<file path="src/rtl/pong_physics.sv">
// Pong motion engine: two clamped paddles, a bouncing ball with paddle/wall
// collision, miss detection and a short hold in MISS before the ball is re-served.

module pong_paddle #(
    parameter int SCREEN_H    = 480,
    parameter int PADDLE_H    = 64,
    parameter int PADDLE_STEP = 4
) (
    input  logic       clk_i,
    input  logic       rst_i,
    input  logic       en_i,
    input  logic       up_i,
    input  logic       down_i,
    output logic [9:0] y_o
);
    localparam logic [9:0]  Y_RST  = 10'((SCREEN_H - PADDLE_H) / 2);
    localparam logic [9:0]  Y_MAX  = 10'(SCREEN_H - PADDLE_H);
    localparam logic [9:0]  STEP10 = 10'(PADDLE_STEP);
    localparam logic [10:0] STEP11 = 11'(PADDLE_STEP);
    localparam logic [10:0] YMAX11 = 11'(SCREEN_H - PADDLE_H);

    logic [9:0]  y_q, y_d;
    logic [10:0] y_dn;

    assign y_dn = {1'b0, y_q} + STEP11;

    always_comb begin
        y_d = y_q;
        if (en_i && up_i && !down_i)
            y_d = (y_q < STEP10) ? 10'd0 : y_q - STEP10;
        else if (en_i && down_i && !up_i)
            y_d = (y_dn > YMAX11) ? Y_MAX : y_dn[9:0];
    end

    always_ff @(posedge clk_i) begin
        if (rst_i) y_q <= Y_RST;
        else       y_q <= y_d;
    end

    assign y_o = y_q;
endmodule

module pong_physics #(
    parameter int SCREEN_W    = 640,
    parameter int SCREEN_H    = 480,
    parameter int BALL_SIZE   = 8,
    parameter int PADDLE_W    = 8,
    parameter int PADDLE_H    = 64,
    parameter int PADDLE1_X   = 16,
    parameter int PADDLE2_X   = 616,
    parameter int PADDLE_STEP = 4,
    parameter int SPEED0      = 2,
    parameter int SPEED_MAX   = 6,
    parameter int MISS_HOLD   = 2
) (
    input  logic       clk_i,
    input  logic       rst_i,
    input  logic       tick_i,
    input  logic       stop_i,
    input  logic       up1_i,
    input  logic       down1_i,
    input  logic       up2_i,
    input  logic       down2_i,
    input  logic       speed_up_i,
    output logic [9:0] ball_x_o,
    output logic [9:0] ball_y_o,
    output logic [9:0] paddle1_y_o,
    output logic [9:0] paddle2_y_o,
    output logic       miss1_o,
    output logic       miss2_o
);
    localparam int SPW = $clog2(SPEED_MAX + 1);
    localparam int HW  = $clog2(MISS_HOLD + 1);

    localparam logic [9:0]         CX    = 10'((SCREEN_W - BALL_SIZE) / 2);
    localparam logic [9:0]         CY    = 10'((SCREEN_H - BALL_SIZE) / 2);
    localparam logic [9:0]         LX10  = 10'(PADDLE1_X + PADDLE_W);
    localparam logic [9:0]         RX10  = 10'(PADDLE2_X - BALL_SIZE);
    localparam logic [9:0]         YB10  = 10'(SCREEN_H - BALL_SIZE);
    localparam logic signed [10:0] LFACE = 11'(PADDLE1_X + PADDLE_W);
    localparam logic signed [10:0] RFACE = 11'(PADDLE2_X - BALL_SIZE);
    localparam logic signed [10:0] XMAX  = 11'(SCREEN_W - BALL_SIZE);
    localparam logic signed [10:0] YMAX  = 11'(SCREEN_H - BALL_SIZE);
    localparam logic [10:0]        BS11  = 11'(BALL_SIZE);
    localparam logic [10:0]        PH11  = 11'(PADDLE_H);

    typedef enum logic [1:0] {S_IDLE, S_PLAY, S_MISS} state_t;

    state_t          state_q, state_d;
    logic [9:0]      bx_q, bx_d, by_q, by_d;
    logic            dxn_q, dxn_d, dyn_q, dyn_d;   // 1 = moving left / up
    logic [SPW-1:0]  spd_q, spd_d;
    logic [HW-1:0]   hold_q, hold_d;
    logic            miss1_q, miss1_d, miss2_q, miss2_d;

    logic            move, pad_en;
    logic [1:0]      pad_up, pad_dn;
    logic [1:0][9:0] pad_y;

    assign move   = tick_i && !stop_i;
    assign pad_en = move && (state_q != S_IDLE);
    assign pad_up = {up2_i, up1_i};
    assign pad_dn = {down2_i, down1_i};

    for (genvar g = 0; g < 2; g++) begin : g_pad
        pong_paddle #(
            .SCREEN_H    (SCREEN_H),
            .PADDLE_H    (PADDLE_H),
            .PADDLE_STEP (PADDLE_STEP)
        ) u_pad (
            .clk_i  (clk_i),
            .rst_i  (rst_i),
            .en_i   (pad_en),
            .up_i   (pad_up[g]),
            .down_i (pad_dn[g]),
            .y_o    (pad_y[g])
        );
    end

    // Candidate position in signed 11 bits so a step past 0 goes negative, not wraps.
    logic signed [10:0] sx, sy, spd_s, nx, ny;
    logic [10:0]        by11, p1_11, p2_11;
    logic               ov1, ov2, hit1, hit2, m1, m2;

    assign sx    = $signed({1'b0, bx_q});
    assign sy    = $signed({1'b0, by_q});
    assign spd_s = $signed(11'(spd_q));
    assign nx    = dxn_q ? sx - spd_s : sx + spd_s;
    assign ny    = dyn_q ? sy - spd_s : sy + spd_s;

    assign by11  = {1'b0, by_q};
    assign p1_11 = {1'b0, pad_y[0]};
    assign p2_11 = {1'b0, pad_y[1]};
    assign ov1   = (by11 + BS11 > p1_11) && (by11 < p1_11 + PH11);
    assign ov2   = (by11 + BS11 > p2_11) && (by11 < p2_11 + PH11);
    assign hit1  = dxn_q && (sx >= LFACE) && (nx <= LFACE) && ov1;
    assign hit2  = !dxn_q && (sx <= RFACE) && (nx >= RFACE) && ov2;
    assign m1    = !hit1 && !hit2 && (nx <= 11'sd0);
    assign m2    = !hit1 && !hit2 && !m1 && (nx >= XMAX);

    always_comb begin
        state_d = state_q;
        bx_d    = bx_q;
        by_d    = by_q;
        dxn_d   = dxn_q;
        dyn_d   = dyn_q;
        spd_d   = spd_q;
        hold_d  = hold_q;
        miss1_d = 1'b0;
        miss2_d = 1'b0;

        if (speed_up_i && state_q != S_IDLE && spd_q < SPW'(SPEED_MAX))
            spd_d = spd_q + 1'b1;

        case (state_q)
            S_IDLE: begin
                bx_d = CX;
                by_d = CY;
                if (!stop_i) state_d = S_PLAY;
            end
            S_PLAY: begin
                if (move) begin
                    if (ny <= 11'sd0) begin
                        by_d  = 10'd0;
                        dyn_d = 1'b0;
                    end else if (ny >= YMAX) begin
                        by_d  = YB10;
                        dyn_d = 1'b1;
                    end else begin
                        by_d  = ny[9:0];
                    end

                    if (hit1) begin
                        bx_d  = LX10;
                        dxn_d = 1'b0;
                    end else if (hit2) begin
                        bx_d  = RX10;
                        dxn_d = 1'b1;
                    end else if (m1 || m2) begin
                        // Re-serve toward the player who just scored; vertical direction is untouched.
                        bx_d    = CX;
                        by_d    = CY;
                        dyn_d   = dyn_q;
                        dxn_d   = m2;
                        hold_d  = '0;
                        miss1_d = m1;
                        miss2_d = m2;
                        state_d = S_MISS;
                    end else begin
                        bx_d  = nx[9:0];
                    end
                end
            end
            S_MISS: begin
                bx_d = CX;
                by_d = CY;
                if (tick_i) begin
                    if (hold_q >= HW'(MISS_HOLD) && !stop_i) state_d = S_PLAY;
                    else if (hold_q < HW'(MISS_HOLD))        hold_d  = hold_q + 1'b1;
                end
            end
            default: state_d = S_IDLE;
        endcase
    end

    always_ff @(posedge clk_i) begin
        if (rst_i) begin
            state_q <= S_IDLE;
            bx_q    <= CX;
            by_q    <= CY;
            dxn_q   <= 1'b0;
            dyn_q   <= 1'b0;
            spd_q   <= SPW'(SPEED0);
            hold_q  <= '0;
            miss1_q <= 1'b0;
            miss2_q <= 1'b0;
        end else begin
            state_q <= state_d;
            bx_q    <= bx_d;
            by_q    <= by_d;
            dxn_q   <= dxn_d;
            dyn_q   <= dyn_d;
            spd_q   <= spd_d;
            hold_q  <= hold_d;
            miss1_q <= miss1_d;
            miss2_q <= miss2_d;
        end
    end

    assign ball_x_o    = bx_q;
    assign ball_y_o    = by_q;
    assign paddle1_y_o = pad_y[0];
    assign paddle2_y_o = pad_y[1];
    assign miss1_o     = miss1_q;
    assign miss2_o     = miss2_q;
endmodule

</file>
<file path="config.mk">
export PLATFORM = sky130hd
export DESIGN_NAME = pong_physics
export DESIGN_NICKNAME = d
export VERILOG_FILES = /design/src/rtl/pong_physics.sv
export SDC_FILE = /design/constraint.sdc
export NUM_CORES = 1
export LEC_CHECK = 0
export ABC_AREA = 1
export CAP_MARGIN = 20
export CORE_MARGIN = 2
export CORE_UTILIZATION = 55
export CTS_CLUSTER_SIZE = 28
export DETAILED_ROUTE_END_ITERATION = 7
export GPL_ROUTABILITY_DRIVEN = 0
export PLACE_DENSITY_LB_ADDON = 0.2
export SETUP_SLACK_MARGIN = 0.02
export SLEW_MARGIN = 20
export SYNTH_ARGS = -nofsm -noshare
export SYNTH_HDL_FRONTEND = slang
export SYNTH_SLANG_ARGS = --single-unit
</file>
<file path="constraint.sdc">
create_clock -name clk_i -period 3.96 [get_ports clk_i]
set_input_delay 0.792 -clock clk_i [delete_from_list [all_inputs] [get_ports clk_i]]
set_output_delay 0.792 -clock clk_i [all_outputs]
set_load 0.02 [all_outputs]
</file>
Yosys cells after proc, flatten, opt, wreduce, memory -nomap -nowiden. Cells that the tools add are included.

Output and inout port bits: 42. Bits of input ports: 9. Logic and storage cells: 153. Bits in registers: 51.

Multiplexer cells: 46. Order comparisons: 19. Bitwise gates (word level): 3. Reduce and logical (&&, ||, !) cells: 49. Add/sub/neg operators: 13. Eq/ne operators: 12.

Operators with widths (number): $mux W10 (18); $pmux W10 S2 (2); $mux W2 (14); $logic_and A1 B1 Y1 (25); $add A10 B3 Y11 (2); $add A10 B3 Y11 const B (2); $add A10 B7 Y11 const B (2); $ge A11 B11 Y1 const B (2); $gt A11 B10 Y1 (2); $gt A11 B9 Y1 const B (2); $le A11 B1 Y1 const B (2); $lt A10 B11 Y1 (2); $mux W11 (2); $sub A10 B3 Y11 (2); $lt A10 B3 Y1 const B (2); $sub A10 B3 Y10 const B (2); $ne A2 B2 Y1 const B (9); $add A10 B4 Y11 const B (1); $ge A11 B10 Y1 const B (1); $le A11 B6 Y1 const B (1); $ge A10 B5 Y1 const B (1); $le A10 B10 Y1 const B (1); $reduce_bool A2 Y1 (5); $logic_not A1 Y1 (9); other kinds (21) (31).

Longest topological paths before layout.
Depth after elaboration: 17. Depth in mapped cells: 24. Mapped depth without buffers: 24.

Cells and area by module. From an unflattened synthesis, not the netlist that was laid out.

Cell total of the unflattened synthesis: 970. Area total of the unflattened synthesis: 5970.7 um^2.

By module, submodules not included: pong_physics (area an instance 4149.0 um^2, sequential area each 620.6 um^2, cells an instance 688, times used 1); pong_paddle (area an instance 910.9 um^2, sequential area each 160.2 um^2, cells an instance 141, times used 2).

Worst setup path after synthesis. Ideal clock, no wire load.

Path type: flip-flop to flip-flop. Start: register spd_q[0]. End: register by_q[2] (netlist: ball_y_o[2]). Setup time: 0.116 ns. Slack: 1.061 ns. Period minus slack after synthesis: 2.899 ns. Path buffers: 1. Stages on the path, launching flop included: 23. Data arrival time: 2.782 ns. Cells stage by stage: dfxtp_1 inv_1 ha_1 ha_1 o21ai_0 ha_1 buf_6 a21oi_2 nand2_1 nand2_1 nand2_1 nand2_1 nand2_1 nor2_2 nand2_1 o21bai_4 nand2_2 nand2_1 inv_2 o21ai_2 nand2_2 o21ai_1 nand2_1.

Word-level cells in the longest chain between the ends: 17. Elaborated cells on any way between the ends: 31. Those cells by class: 4 x add/sub; 6 x order compare; 9 x mux; 12 x reduce/logical.

RTL lines: start: declaration (line 92) `logic [SPW-1:0] spd_q, spd_d;`; start signal: assignment (line 213) `spd_q <= SPW'(SPEED0);`; start signal: assignment (line 223) `spd_q <= spd_d;`; $add A10 B3 Y11 or $sub A10 B3 Y11 (tied branches) (line 128) `assign nx = dxn_q ? sx - spd_s : sx + spd_s;`; $mux W11 (line 128); $le A11 B6 Y1 or $ge A11 B11 Y1 (tied branches) (line 136, 137); $logic_and A1 B1 Y1 (on tied branches) (2 in series) (line 136, 137); $logic_not A1 Y1 (line 138, 139); $logic_and A1 B1 Y1 (line 138, 139); $logic_and A1 B1 Y1 (line 138) `assign m1 = !hit1 && !hit2 && (nx <= 11'sd0);`; $logic_not A1 Y1 (line 139) `assign m2 = !hit1 && !hit2 && !m1 && (nx >= XMAX);`; $logic_and A1 B1 Y1 (2 in series) (line 139); $logic_or A1 B1 Y1 (line 179) `end else if (m1 || m2) begin`; $mux W10 (line 179); $mux W10 (line 176) `end else if (hit2) begin`; $mux W10 * (line 173) `if (hit1) begin`; $mux W10 * (line 162) `if (move) begin`; $pmux W10 S2 * (line 155) `case (state_q)`; end signal: assignment (line 220) `by_q <= by_d;`; end: declaration (line 90) `logic [9:0] bx_q, bx_d, by_q, by_d;`.

Mark *: on every way between the ends. The rest lies on a longest branch, timed or not. The select of a mux whose other input is x is not followed. A chain may end at the register's enable or synchronous reset.

Worst setup path after layout.
Start: register spd_q[0]. End: register by_q[6] (netlist: ball_y_o[6]).

Same word-level chain as after synthesis.

==> flow_summary.ini <==
[outcome]
status = completed

[finish]
fill_cells = 895
fin_area_um2 = 6035
layout-drive-gt1-share_pct = 5.543
post_layout_nonfiller_instances = 1035
syn2layout_area_growth_pct = 12.77
antennaDiodeCount = 0
fin_nets = 976

[routing]
vias = 5751
ant_nets = 0
vias_per_cell = 5.557
dr.first_iter.drc_count = 325
avgRoutedWirePerCell_um = 14.23
drc = 0
dr.pass1.iters = 5
routed_wirelength_um = 14720

[grt]
grt_max_degree = 27
grt_pass1_vias = 5508
grt_overflow = 0
grt_util_all_layers_pct = 28.78
antenna_found_initial = 0
grt_pass1_wl_um = 24610

[sta]
finalHoldViolCount = 0
finalSetupViolations = 0
finalCriticalPeriod_ns = 3.444
max_slew_margin_pct = 43.27
fin_tns_setup_ns = 0
hold_slack_ns = 0.4891
fmaxAchievable_mhz = 290.4
rsz0062_at_grt = no
skew_ns = 0.01225
tightest_slew_ns = 0.8501
layout_setup_ws_ns = 0.5162
period_share_pct = 86.97
final_max_slew_viol_count = 0

[critical_path]
cp_slowest_cell = dfxtp_1
worst_ep_required_time_ns = 4.15
worst-r2r-setup-slack_ns = 0.52
end_kind = flop
path_depth = 22
r2r_end = ball_y_o[6]$_SDFFE_PP1P_
arrival_ns = 3.63
worstReg2RegStart = spd_q[0]$_SDFFE_PP0P_
timing.critical_path.to = ball_y_o[6]$_SDFFE_PP1P_
worstRegToRegCells = 22
path_common_cell = nand2_1
crit_path_start_kind = flop
cp_cell_sequence = inv_1 > ha_1 > ha_1 > nor2_1 > inv_1 > ha_1 > nand2_1 > inv_1 > a21oi_2 > nand2_1 > nand2_1 > nand2_1 > nand2_1 > nor2_2 > nor2_4 > nand3_4 > nand2_1 > inv_2 > o21ai_2 > nand2_2 > nor2_1 > o21bai_1
path_delay_family = simple AND/OR/NAND/NOR gates
cpPeakStageDelay_ns = 0.44
crit_buf_inv = 4
critical_path_class = reg -> reg
path_max_fanout = 8
critPathLaunch = spd_q[0]$_SDFFE_PP0P_

[clock_network]
cts_resized = 0
root_buffer = clkbuf_8
post-cts-setup-buffers = 0
numCtsBuffers = 5
cts.path.max_buffers = 2
path_clk_slew_ns = 0.09
worstSkewPairLatency_ns = 0.31
hold_buffers = 0
cts_max_level = 2
clock_sinks = 47
cts_tree = yes

[logic_synthesis]
synthCells = 858
netlist_area_um2 = 5351
synth_area_leader_cell = dfxtp_1
async_flop_share_pct = 0
synth-seq-cells = 47
synth_most_common_cell = nand2_1
synth.distinct_cells = 50
syn_avg_cell_area_um2 = 6.237
synth_top_cell_area_share_pct = 17.58
seq_area_frac_synth_pct = 17.58
ys_top_cells_by_count = nand2_1, inv_1, nor2_1, ha_1, nand3_1
yosys_warnings = 0
synth_area_leaders = dfxtp_1, nand2_1, ha_1
synth_edf_count = 0
ys.flop_type = dfxtp_1

[place]
io_buffer_count = 46
place_ws_ns = 0.6177
dp_hpwl_um = 11630
dp_cells = 1028
place_area_um2 = 5932

[floorplan]
io_pins = 51
dieArea_um2 = 10540
initial_utilization_pct = 55.78
row_count = 36
fp.dieH_um = 102.6
core_um2 = 9594
die_w_um = 102.6

[power]
irDropWorstVdd_mv = 0.3702
power_density_nw_per_um2 = 539.1
p_leak_uw = 0.002998

[run]
drv_cap = 0

[worst_hold_path]
hp-class = reg -> reg
## per-stage QoR
stage	total power (uW)	util, %
floorplan	2316	-
global placement	2795	61.83
detailed placement	2838	61.83
CTS	3207	62.90
global route	3576	62.90
finish	3253	62.90
## flip-flops by register name, summed over array words and instances (netlist names)
signal,cells
miss1_o,1
dxn_q,1
g_pad.u_pad.y_o,16
state_q,2
dyn_q,1
hold_q,2
ball_x_o,10
miss2_o,1
spd_q,3
ball_y_o,10
## worst min path at each step
stage | slack [ns] | from | cells past startpoint | endpoint
after floorplan | 0.45 | hold_q[0]$_SDFFE_PP0P_ | 2 | hold_q[0]$_SDFFE_PP0P_
after global placement | 0.47 | hold_q[0]$_SDFFE_PP0P_ | 2 | hold_q[0]$_SDFFE_PP0P_
after detailed placement | 0.47 | hold_q[0]$_SDFFE_PP0P_ | 2 | hold_q[0]$_SDFFE_PP0P_
after CTS | 0.49 | hold_q[0]$_SDFFE_PP0P_ | 2 | hold_q[0]$_SDFFE_PP0P_
after global routing | 0.52 | hold_q[0]$_SDFFE_PP0P_ | 2 | hold_q[0]$_SDFFE_PP0P_
final | 0.49 | hold_q[0]$_SDFFE_PP0P_ | 2 | hold_q[0]$_SDFFE_PP0P_
## where the power goes
part | switching (uW) | internal [uW] | total (uW)
Combinational | 1460 | 801 | 2260
Sequential | 96.2 | 533 | 629
Clock | 178 | 186 | 363
## routing by layer
layer / part of all wire (%) / global-route usage (%) / vias to the layer above
met1: 44 / 36.15 / 2578
met4: 2.6 / 10.15 / 0
met5: 0 / 0 / -
li1: - / - / 2900
met2: 47 / 49.92 / 229
met3: 6.2 / 4.542 / 44
## worst reg2reg max path, cell delays in order (launching register included)
cell and delay [ns]:
dfxtp_1 0.44, inv_1 0.09, ha_1 0.20, ha_1 0.19, nor2_1 0.17, inv_1 0.13
ha_1 0.37, nand2_1 0.15, inv_1 0.07, a21oi_2 0.19, nand2_1 0.09, nand2_1 0.06
nand2_1 0.14, nand2_1 0.11, nor2_2 0.05, nor2_4 0.12, nand3_4 0.14, nand2_1 0.17
inv_2 0.06, o21ai_2 0.07, nand2_2 0.12, nor2_1 0.14, o21bai_1 0.08
## area by class of cell
cell class	instances	area, um^2	share of cell area, %
multi-input cells	674	3869	64.11
clock buffers	6	72.57	1.203
flip-flops and latches	47	940.9	15.59
inverters	124	465.4	7.713
clock inverters	1	30.03	0.4976
well taps	133	166.4	2.758
repair buffers	50	490.5	8.128
## cells in the final DEF (no fill, tap or decap), drive strengths merged, types with 5 or more instances in the layout
master,n
nand2,239
inv,123
nor2,90
nand3,68
ha,63
a21oi,55
dfxtp,47
o21ai,47
clkdlybuf4s50,46
xor2,23
nand4,17
nor3,9
o21bai,7
clkbuf,6
a31oi,5
nand3b,5
o211ai,5
or2,5
nor4,5
## cells by family (layout without fill, tap and decap cells)
logic type | count (synthesis) | after routing | share of synthesized area [%]
AO/OA/AOI/OAI | 138 | 138 | 15.27
flip-flops | 47 | 47 | 17.58
AND/OR/NAND/NOR | 440 | 440 | 36.85
buffers and inverters | 140 | 181 | 10.33
adder cells (fa/ha/maj) | 65 | 65 | 15.48
other | 1 | 4 | 0.07008
XOR/XNOR | 27 | 27 | 4.419
(Power assumes the default switching activity.)
